<file path="config.mk">
export PLATFORM = sky130hd
export DESIGN_NAME = irq_pending_ctrl_flat
export DESIGN_NICKNAME = d
export VERILOG_FILES = /design/src/rtl/irq_pending_ctrl_pkg.sv /design/src/rtl/irq_pending_ctrl_if.sv /design/src/rtl/irq_pending_ctrl_prio_enc.sv /design/src/rtl/irq_pending_ctrl.sv /design/src/flat_wrapper.sv
export SDC_FILE = /design/constraint.sdc
export NUM_CORES = 1
export LEC_CHECK = 0
export ABC_CLOCK_PERIOD_IN_PS = 4100
export BUFFER_PORTS_ARGS = -buffer_cell sky130_fd_sc_hd__buf_2
export CAP_MARGIN = 20
export CORE_UTILIZATION = 52
export CTS_CLUSTER_SIZE = 10
export DETAILED_ROUTE_END_ITERATION = 16
export HOLD_SLACK_MARGIN = 0.08
export PLACE_DENSITY_LB_ADDON = 0.05
export REMOVE_ABC_BUFFERS = 1
export SLEW_MARGIN = 10
export SYNTH_ARGS = -nofsm -noshare
export SYNTH_HDL_FRONTEND = slang
export SYNTH_SLANG_ARGS = --single-unit
</file>
<file path="constraint.sdc">
create_clock -name clk -period 4.1 [get_ports clk]
set_input_delay 1.23 -clock clk [delete_from_list [all_inputs] [get_ports clk]]
set_output_delay 1.23 -clock clk [all_outputs]
set_load 0.1 [all_outputs]
</file>
<file path="src/rtl/irq_pending_ctrl_pkg.sv">
`default_nettype none
// ============================================================================
//  Module   : irq_pending_ctrl_pkg
//  Purpose  : Shared sizes and grant-FSM state encoding for irq_pending_ctrl.
//  Revision : 1.0
// ============================================================================
package irq_pending_ctrl_pkg;

    localparam int N_SRC = 8;
    localparam int IDX_W = 3;

    typedef enum logic [1:0] {
        IDLE  = 2'd0,
        ISSUE = 2'd1,
        GAP   = 2'd2
    } state_t;

endpackage : irq_pending_ctrl_pkg
`default_nettype wire

</file>
<file path="src/rtl/irq_pending_ctrl_if.sv">
`default_nettype none
// ============================================================================
//  Module   : irq_pending_ctrl_if
//  Purpose  : Request lines, mask and grant handshake of the pending controller.
//  Revision : 1.0
// ============================================================================
interface irq_pending_ctrl_if;
    import irq_pending_ctrl_pkg::*;

    logic [N_SRC-1:0] irq_in;
    logic [N_SRC-1:0] mask;
    logic             irq_ack;
    logic             irq_valid;
    logic [IDX_W-1:0] irq_id;
    logic [N_SRC-1:0] pending;
    logic [N_SRC-1:0] overrun;

    // Requesting/consuming side
    modport master (
        output irq_in, mask, irq_ack,
        input  irq_valid, irq_id, pending, overrun
    );

    // Controller side
    modport slave (
        input  irq_in, mask, irq_ack,
        output irq_valid, irq_id, pending, overrun
    );

endinterface : irq_pending_ctrl_if
`default_nettype wire

</file>
<file path="src/rtl/irq_pending_ctrl_prio_enc.sv">
`default_nettype none
// ============================================================================
//  Module   : prio_enc
//  Purpose  : Combinational 8-to-3 encoder, highest set index wins, plus any flag.
//  Revision : 1.0
// ============================================================================
module prio_enc
    import irq_pending_ctrl_pkg::*;
(
    input  wire logic [N_SRC-1:0] cand,
    output logic      [IDX_W-1:0] id,
    output logic                  any
);

    // Ascending scan so the last (highest) set bit overwrites lower ones
    always_comb begin
        id  = '0;
        any = 1'b0;
        for (int i = 0; i < N_SRC; i++) begin
            if (cand[i]) begin
                id  = IDX_W'(i);
                any = 1'b1;
            end
        end
    end

endmodule : prio_enc
`default_nettype wire

</file>
<file path="src/rtl/irq_pending_ctrl.sv">
`default_nettype none
// ============================================================================
//  Module   : irq_pending_ctrl
//  Purpose  : Sticky maskable interrupt pending bits with one-at-a-time grant.
//  Revision : 1.0
// ============================================================================
module irq_pending_ctrl
    import irq_pending_ctrl_pkg::*;
(
    input  wire logic        clk,
    input  wire logic        rst_n,
    irq_pending_ctrl_if.slave bus
);

    logic [N_SRC-1:0] irq_prev_q, irq_prev_d;
    logic [N_SRC-1:0] pending_q,  pending_d;
    logic [N_SRC-1:0] overrun_q,  overrun_d;
    logic [IDX_W-1:0] irq_id_q,   irq_id_d;
    state_t           state_q,    state_d;

    logic [N_SRC-1:0] w_event;
    logic [N_SRC-1:0] w_clr;
    logic [N_SRC-1:0] w_cand;
    logic [IDX_W-1:0] w_win_id;
    logic             w_win_any;
    logic             w_grant;

    assign w_event = bus.irq_in & ~irq_prev_q;
    assign w_cand  = pending_q & bus.mask;
    assign w_grant = (state_q == ISSUE) && bus.irq_ack;

    prio_enc u_prio_enc (
        .cand (w_cand),
        .id   (w_win_id),
        .any  (w_win_any)
    );

    // A new event on the acked source keeps it pending but is not an overrun
    always_comb begin
        w_clr = '0;
        if (w_grant) begin
            w_clr[irq_id_q] = 1'b1;
        end
        irq_prev_d = bus.irq_in;
        pending_d  = w_event | (pending_q & ~w_clr);
        overrun_d  = (w_event & pending_q & ~w_clr) | (overrun_q & ~w_clr);
    end

    always_comb begin
        state_d  = state_q;
        irq_id_d = irq_id_q;
        case (state_q)
            IDLE: begin
                if (w_win_any) begin
                    irq_id_d = w_win_id;
                    state_d  = ISSUE;
                end
            end
            ISSUE: begin
                if (bus.irq_ack) begin
                    state_d = GAP;
                end
            end
            GAP:     state_d = IDLE;
            default: state_d = IDLE;
        endcase
    end

    always_ff @(posedge clk or negedge rst_n) begin
        if (!rst_n) begin
            irq_prev_q <= '0;
            pending_q  <= '0;
            overrun_q  <= '0;
            irq_id_q   <= '0;
            state_q    <= IDLE;
        end else begin
            irq_prev_q <= irq_prev_d;
            pending_q  <= pending_d;
            overrun_q  <= overrun_d;
            irq_id_q   <= irq_id_d;
            state_q    <= state_d;
        end
    end

    assign bus.irq_valid = (state_q == ISSUE);
    assign bus.irq_id    = irq_id_q;
    assign bus.pending   = pending_q;
    assign bus.overrun   = overrun_q;

endmodule : irq_pending_ctrl
`default_nettype wire

</file>
<file path="src/flat_wrapper.sv">
// flat-port wrapper written by rule: the top's interface ports become plain ports
module irq_pending_ctrl_flat import irq_pending_ctrl_pkg::*;
  (clk, rst_n, bus_irq_in, bus_mask, bus_irq_ack, bus_irq_valid, bus_irq_id, bus_pending, bus_overrun);
  irq_pending_ctrl_if bus_i ();
  input  wire logic clk;
  input  wire logic rst_n;
  input wire logic [$bits(bus_i.irq_in)-1:0] bus_irq_in;
  input wire logic [$bits(bus_i.mask)-1:0] bus_mask;
  input wire logic [$bits(bus_i.irq_ack)-1:0] bus_irq_ack;
  output wire logic [$bits(bus_i.irq_valid)-1:0] bus_irq_valid;
  output wire logic [$bits(bus_i.irq_id)-1:0] bus_irq_id;
  output wire logic [$bits(bus_i.pending)-1:0] bus_pending;
  output wire logic [$bits(bus_i.overrun)-1:0] bus_overrun;
  assign bus_i.irq_in = bus_irq_in;
  assign bus_i.mask = bus_mask;
  assign bus_i.irq_ack = bus_irq_ack;
  assign bus_irq_valid = bus_i.irq_valid;
  assign bus_irq_id = bus_i.irq_id;
  assign bus_pending = bus_i.pending;
  assign bus_overrun = bus_i.overrun;
  irq_pending_ctrl u_core (.clk(clk), .rst_n(rst_n), .bus(bus_i));
endmodule
</file>
* Word-level counts from Yosys, hierarchy flattened
Index checks and enable logic that the tools add are counted.
** Word-level totals
- Output and inout bits :: 20
- Input bits :: 19
- Register bits after elaboration :: 29
- Logic and storage cells :: 46
** Cells by class
- Eq/ne operators :: 3
- Reduce and logical (&&, ||, !) cells :: 5
- Mux-type cells :: 21
- Bitwise gates (word level) :: 10
- Order comparisons :: 2
** Operators by type and width (count)
- bitwise AND 8 bit :: 6
- two-way mux 3 bit :: 6
- inverter 8 bit :: 2
- bitwise OR 8 bit :: 2
- two-way mux 1 bit :: 10
- two-way mux 8 bit :: 1
- < comparator 3 x 4 -> 1 bit (second input constant) :: 1
- two-way mux 2 bit :: 2
- != test 2 bit (second input constant) :: 2
- case mux 2 bit (2 select lines) :: 1
- AND reduction 2 bit :: 2
- demux 1 bit (select 3 bit) :: 1
- greater-or-equal comparator 3 x 1 -> 1 bit (second input constant) :: 1
- == test 2 x 1 -> 1 bit (second input constant) :: 1
- logical AND 1 bit :: 2
- logical NOT 2 bit :: 1

* Logic depth before layout (Yosys ltp)
- Word-level depth :: 11
- Gate-level depth with buffers :: 5
- Mapped depth without buffers :: 4

* Modules after synthesis
From an unflattened synthesis, not the netlist that was laid out.
** Unflattened totals
- Cell total of the unflattened synthesis :: 105
- Area total of the unflattened synthesis :: 1202.4 µm²
** By module, submodules not included
- irq_pending_ctrl :: times used 1, area an instance 1144.8 µm², seq. area each 725.7 µm², cells each 93
- prio_enc :: times used 1, area an instance 57.6 µm², seq. area each 0.0 µm², cells each 12

* Worst setup path after synthesis
No wires, ideal clock.
- Path type :: reg-to-output
- Start :: register u_core.state_q[1]
- End :: output bus_irq_valid
- Arrival :: 1776 ps
- Cell stages (with the launch flop) :: 2
- Slack :: 1094 ps
- Cell sequence :: dfrtp_1 nor2b_1
** On the way
- Word-level cells in the longest chain between the ends :: 1
** RTL lines
- start, declared :: line irq_pending_ctrl.sv:19 : state_t state_q, state_d;
- start signal, assigned :: line irq_pending_ctrl.sv:81 : state_q <= state_d;
- == test 2 x 1 -> 1 bit :: line irq_pending_ctrl.sv:85 : assign bus.irq_valid = (state_q == ISSUE);
- end, declared :: line flat_wrapper.sv:10 : output wire logic [$bits(bus_i.irq_valid)-1:0] bus_irq_valid;
No other way between the ends.

* Final worst setup path
- Start :: register u_core.state_q[0]
- End :: output bus_irq_valid
The elaborated chain is that of the path after synthesis.

==> flow_summary.json <==
{
  "synth-seq-cells": 29,
  "synth_edf_count": 0,
  "critPathKind": "flip-flop to output port",
  "viasPerCell": 5.268,
  "reg2reg_to": "u_core.bus.pending[4]$_DFF_PN0_",
  "fillers": 160,
  "cts_buffers": 5,
  "dieArea_mm2": 0.002424,
  "drv_slew": 0,
  "hpwlAfterDp_mm": 1.679,
  "synth-async-reset-ratio_pct": 100.0,
  "cp-end-kind": "output port",
  "drc": 0,
  "fin_area_mm2": 0.001430,
  "nets": 160,
  "cpMaxStageDelayCell": "buf_2",
  "synth_warnings": 0,
  "fin_worst_skew_ns": 0.01041,
  "synth_common_cells": "dfrtp_1 (29), a21oi_1 (14), nand2_1 (11), nor2b_1 (11), a21o_1 (7)",
  "pwr-share-comb_pct": 52.8,
  "ant_nets": 0,
  "place_area_mm2": 0.001375,
  "finalHoldViolCount": 0,
  "synthFlopType": "dfrtp_1",
  "clock_latency_ns": 0.31,
  "wl_per_cell_um": 13.61,
  "path_clk_slew_ns": 0.09,
  "yosysMostFrequentCell": "dfrtp_1",
  "crit_path_max_fanout": 3,
  "power_switching_mw": 0.6848,
  "tightest_slew_ns": 0.6188,
  "cp.arrival_ns": 1.37,
  "num_vias": 885,
  "synth.distinct_cells": 22,
  "die_w_um": 49.23,
  "netlist_instances": 98,
  "h-tree-depth": 2,
  "worstPathCellList": "nor2b_1, buf_2",
  "antennaDiodeCount": 0,
  "syn_area_mm2": 0.001160,
  "setup-tns-final_ns": 0,
  "grt_pass1_vias": 880,
  "setup_viol": 0,
  "holdPathStages": 2,
  "pwr-share-seq_pct": 33.6,
  "drtIter0Drc": 13,
  "startpoint_type": "flip-flop",
  "first_pass_iters": 4,
  "p_clk_share_pct": 13.6,
  "clockRootBuffer": "clkbuf_4",
  "p_per_area_mw_per_mm2": 864.5,
  "area_delta_synth_final_pct": 23.30,
  "core_area_mm2": 0.002022,
  "overflow": 0,
  "hold_buffers": 0,
  "status": "finished clean",
  "slew_headroom_pct": 58.75,
  "worst_hold_path.endpoint": "u_core.bus.overrun[2]$_DFF_PN0_",
  "portBuffers": 38,
  "num_io_pins": 39,
  "final_layout_size_suffix_gt1_share_pct": 36.17,
  "grt_start_max_net_pins": 30,
  "wl_mm": 2.287,
  "rows": 16,
  "switching_share_pct": 55.39,
  "intPower_mw": 0.5515,
  "place_congestion": 0.8004,
  "rsz0062_at_grt": "false",
  "clock_sinks": 29,
  "die_h_um": 49.23,
  "synth.top_cell.area_share_pct": 62.57,
  "maxCapViolations": 0,
  "grt_pass1_wl_mm": 3.974,
  "worstPathRequired_ns": 2.87,
  "yosysSeqAreaShare_pct": 62.57,
  "r2r_slack_ns": 2.44,
  "synth.area.top_cells": "dfrtp_1 (63%), a21oi_1 (6.0%), nor2b_1 (5.9%)",
  "post-route-period-util_pct": 63.39,
  "yosysTopAreaCell": "dfrtp_1",
  "reg2reg_depth": 4,
  "postCtsSetupRepairBufs": 0,
  "leakagePower_nw": 0.6172,
  "hp-start": "u_core.bus.overrun[2]$_DFF_PN0_",
  "avgSynthCellArea_um2": 11.84,
  "max_stage_delay_ns": 0.45,
  "cts_resized": 0,
  "start_util_pct": 57.36,
  "ir_drop_mv": 0.6504,
  "clk_path_buf_depth": 2,
  "r2r_start": "u_core.state_q[1]$_DFFE_PN0P_",
  "fmax_mhz": 384.8,
  "tritoncts": "done",
  "grt_util_all_layers_pct": 22.71,
  "fin_crit_ns": 2.599,
  "antenna_found_initial": 0,
  "min_path_type": "flip-flop to flip-flop"
}
-- placed cells by master (no fill, tap or decap) --
cell type	Yosys	routed
and2_1	1	1
buf_2	1	38
a22oi_1	2	2
a31oi_1	2	2
clkbuf_1	1	1
nand3_1	3	3
inv_1	2	2
a21o_1	7	7
dfrtp_1	29	29
a311oi_4	1	1
a22o_2	1	1
o211ai_1	2	2
nor2_1	2	2
nand2_1	11	11
mux2i_1	1	1
a32oi_1	1	1
and3b_1	1	1
clkbuf_4	0	5
mux2_2	2	2
clkbuf_8	0	1
nor2b_1	11	11
and3b_2	1	1
a21o_2	2	2
a21oi_1	14	14
-- registers in the layout, summed over array words and instances, names as in the netlist --
| register | cells |
|---|---|
| u_core.bus.irq_id | 3 |
| u_core.bus.overrun | 8 |
| u_core.irq_prev_q | 8 |
| u_core.bus.pending | 8 |
| u_core.state_q | 2 |
-- power by group through the flow --
stage          Clock, mW  Combinational (mW)  Sequential (mW)
2_1_floorplan          0               0.172            0.786
3_3_place_gp           0               0.647            0.416
3_5_place_dp           0               0.655            0.420
4_1_cts            0.173               0.655            0.415
5_1_grt            0.188               0.678            0.426
6_report           0.168               0.653            0.415
-- worst max path at each step --
| stage | start | to | depth (start not counted) |
|---|---|---|---|
| after floorplan | u_core.state_q[1]$_DFFE_PN0P_ | bus_irq_valid | 1 |
| after global placement | bus_mask[4] | u_core.bus.irq_id[0]$_DFFE_PN0P_ | 5 |
| after detailed placement | bus_irq_ack | u_core.bus.pending[6]$_DFF_PN0_ | 5 |
| after CTS | u_core.state_q[0]$_DFFE_PN0P_ | bus_irq_valid | 2 |
| after global routing | u_core.state_q[0]$_DFFE_PN0P_ | bus_irq_valid | 2 |
| final | u_core.state_q[0]$_DFFE_PN0P_ | bus_irq_valid | 2 |
-- per-stage QoR --
| step | utilization [%] | total power, mW | worst slack (ns) | hold WS (ns) | std cells |
|---|---|---|---|---|---|
| 3_5_place_dp | 68.01 | 1.075 | 1.593 | 0.5137 | 161 |
| 5_1_grt | 70.73 | 1.293 | 1.414 | 0.5566 | 168 |
| 6_report | 70.73 | 1.236 | 1.501 | 0.5353 | 168 |
| 3_3_place_gp | 68.01 | 1.063 | 1.637 | 0.5006 | 161 |
| 4_1_cts | 70.73 | 1.243 | 1.498 | 0.5324 | 168 |
| 2_1_floorplan | - | 0.9578 | 1.094 | 0.5273 | 96 |
-- cell type report --
class	count	area [um^2]	share of cell area, %
Sequential cell	29	725.7	50.74
Multi-Input combinational cell	65	417.9	29.22
Timing Repair Buffer	38	190.2	13.30
Clock buffer	7	55.05	3.850
Tap cell	27	33.78	2.362
Inverter	2	7.507	0.5249
-- routing by layer --
| layer | wire length [um] | up-vias | GRT usage [%] | part of all wire (%) |
|---|---|---|---|---|
| li1 | - | 435 | - | - |
| met1 | 1038 | 422 | 27.97 | 45 |
| met2 | 1123 | 24 | 36.53 | 49 |
| met3 | 105 | 4 | 8.723 | 4.6 |
| met4 | 21 | 0 | 7.353 | 0.92 |
| met5 | 0 | - | 0 | 0 |
-- worst max-delay path: cells and delay by family, from the launching register on --
| kind | cells | cell delay, ns |
|---|---|---|
| and+or+nand+nor | 1 | 0.20 |
| DFF | 1 | 0.41 |
| buffers and inverters | 1 | 0.45 |
-- kinds of logic after synthesis --
logic type,count (synthesis),share of synthesized area (%)
compound gates,32,19.63
simple gates,30,13.59
flops,29,62.57
buf+inv,4,1.402
mux,3,2.805
Power figures use the tool's default switching activity.
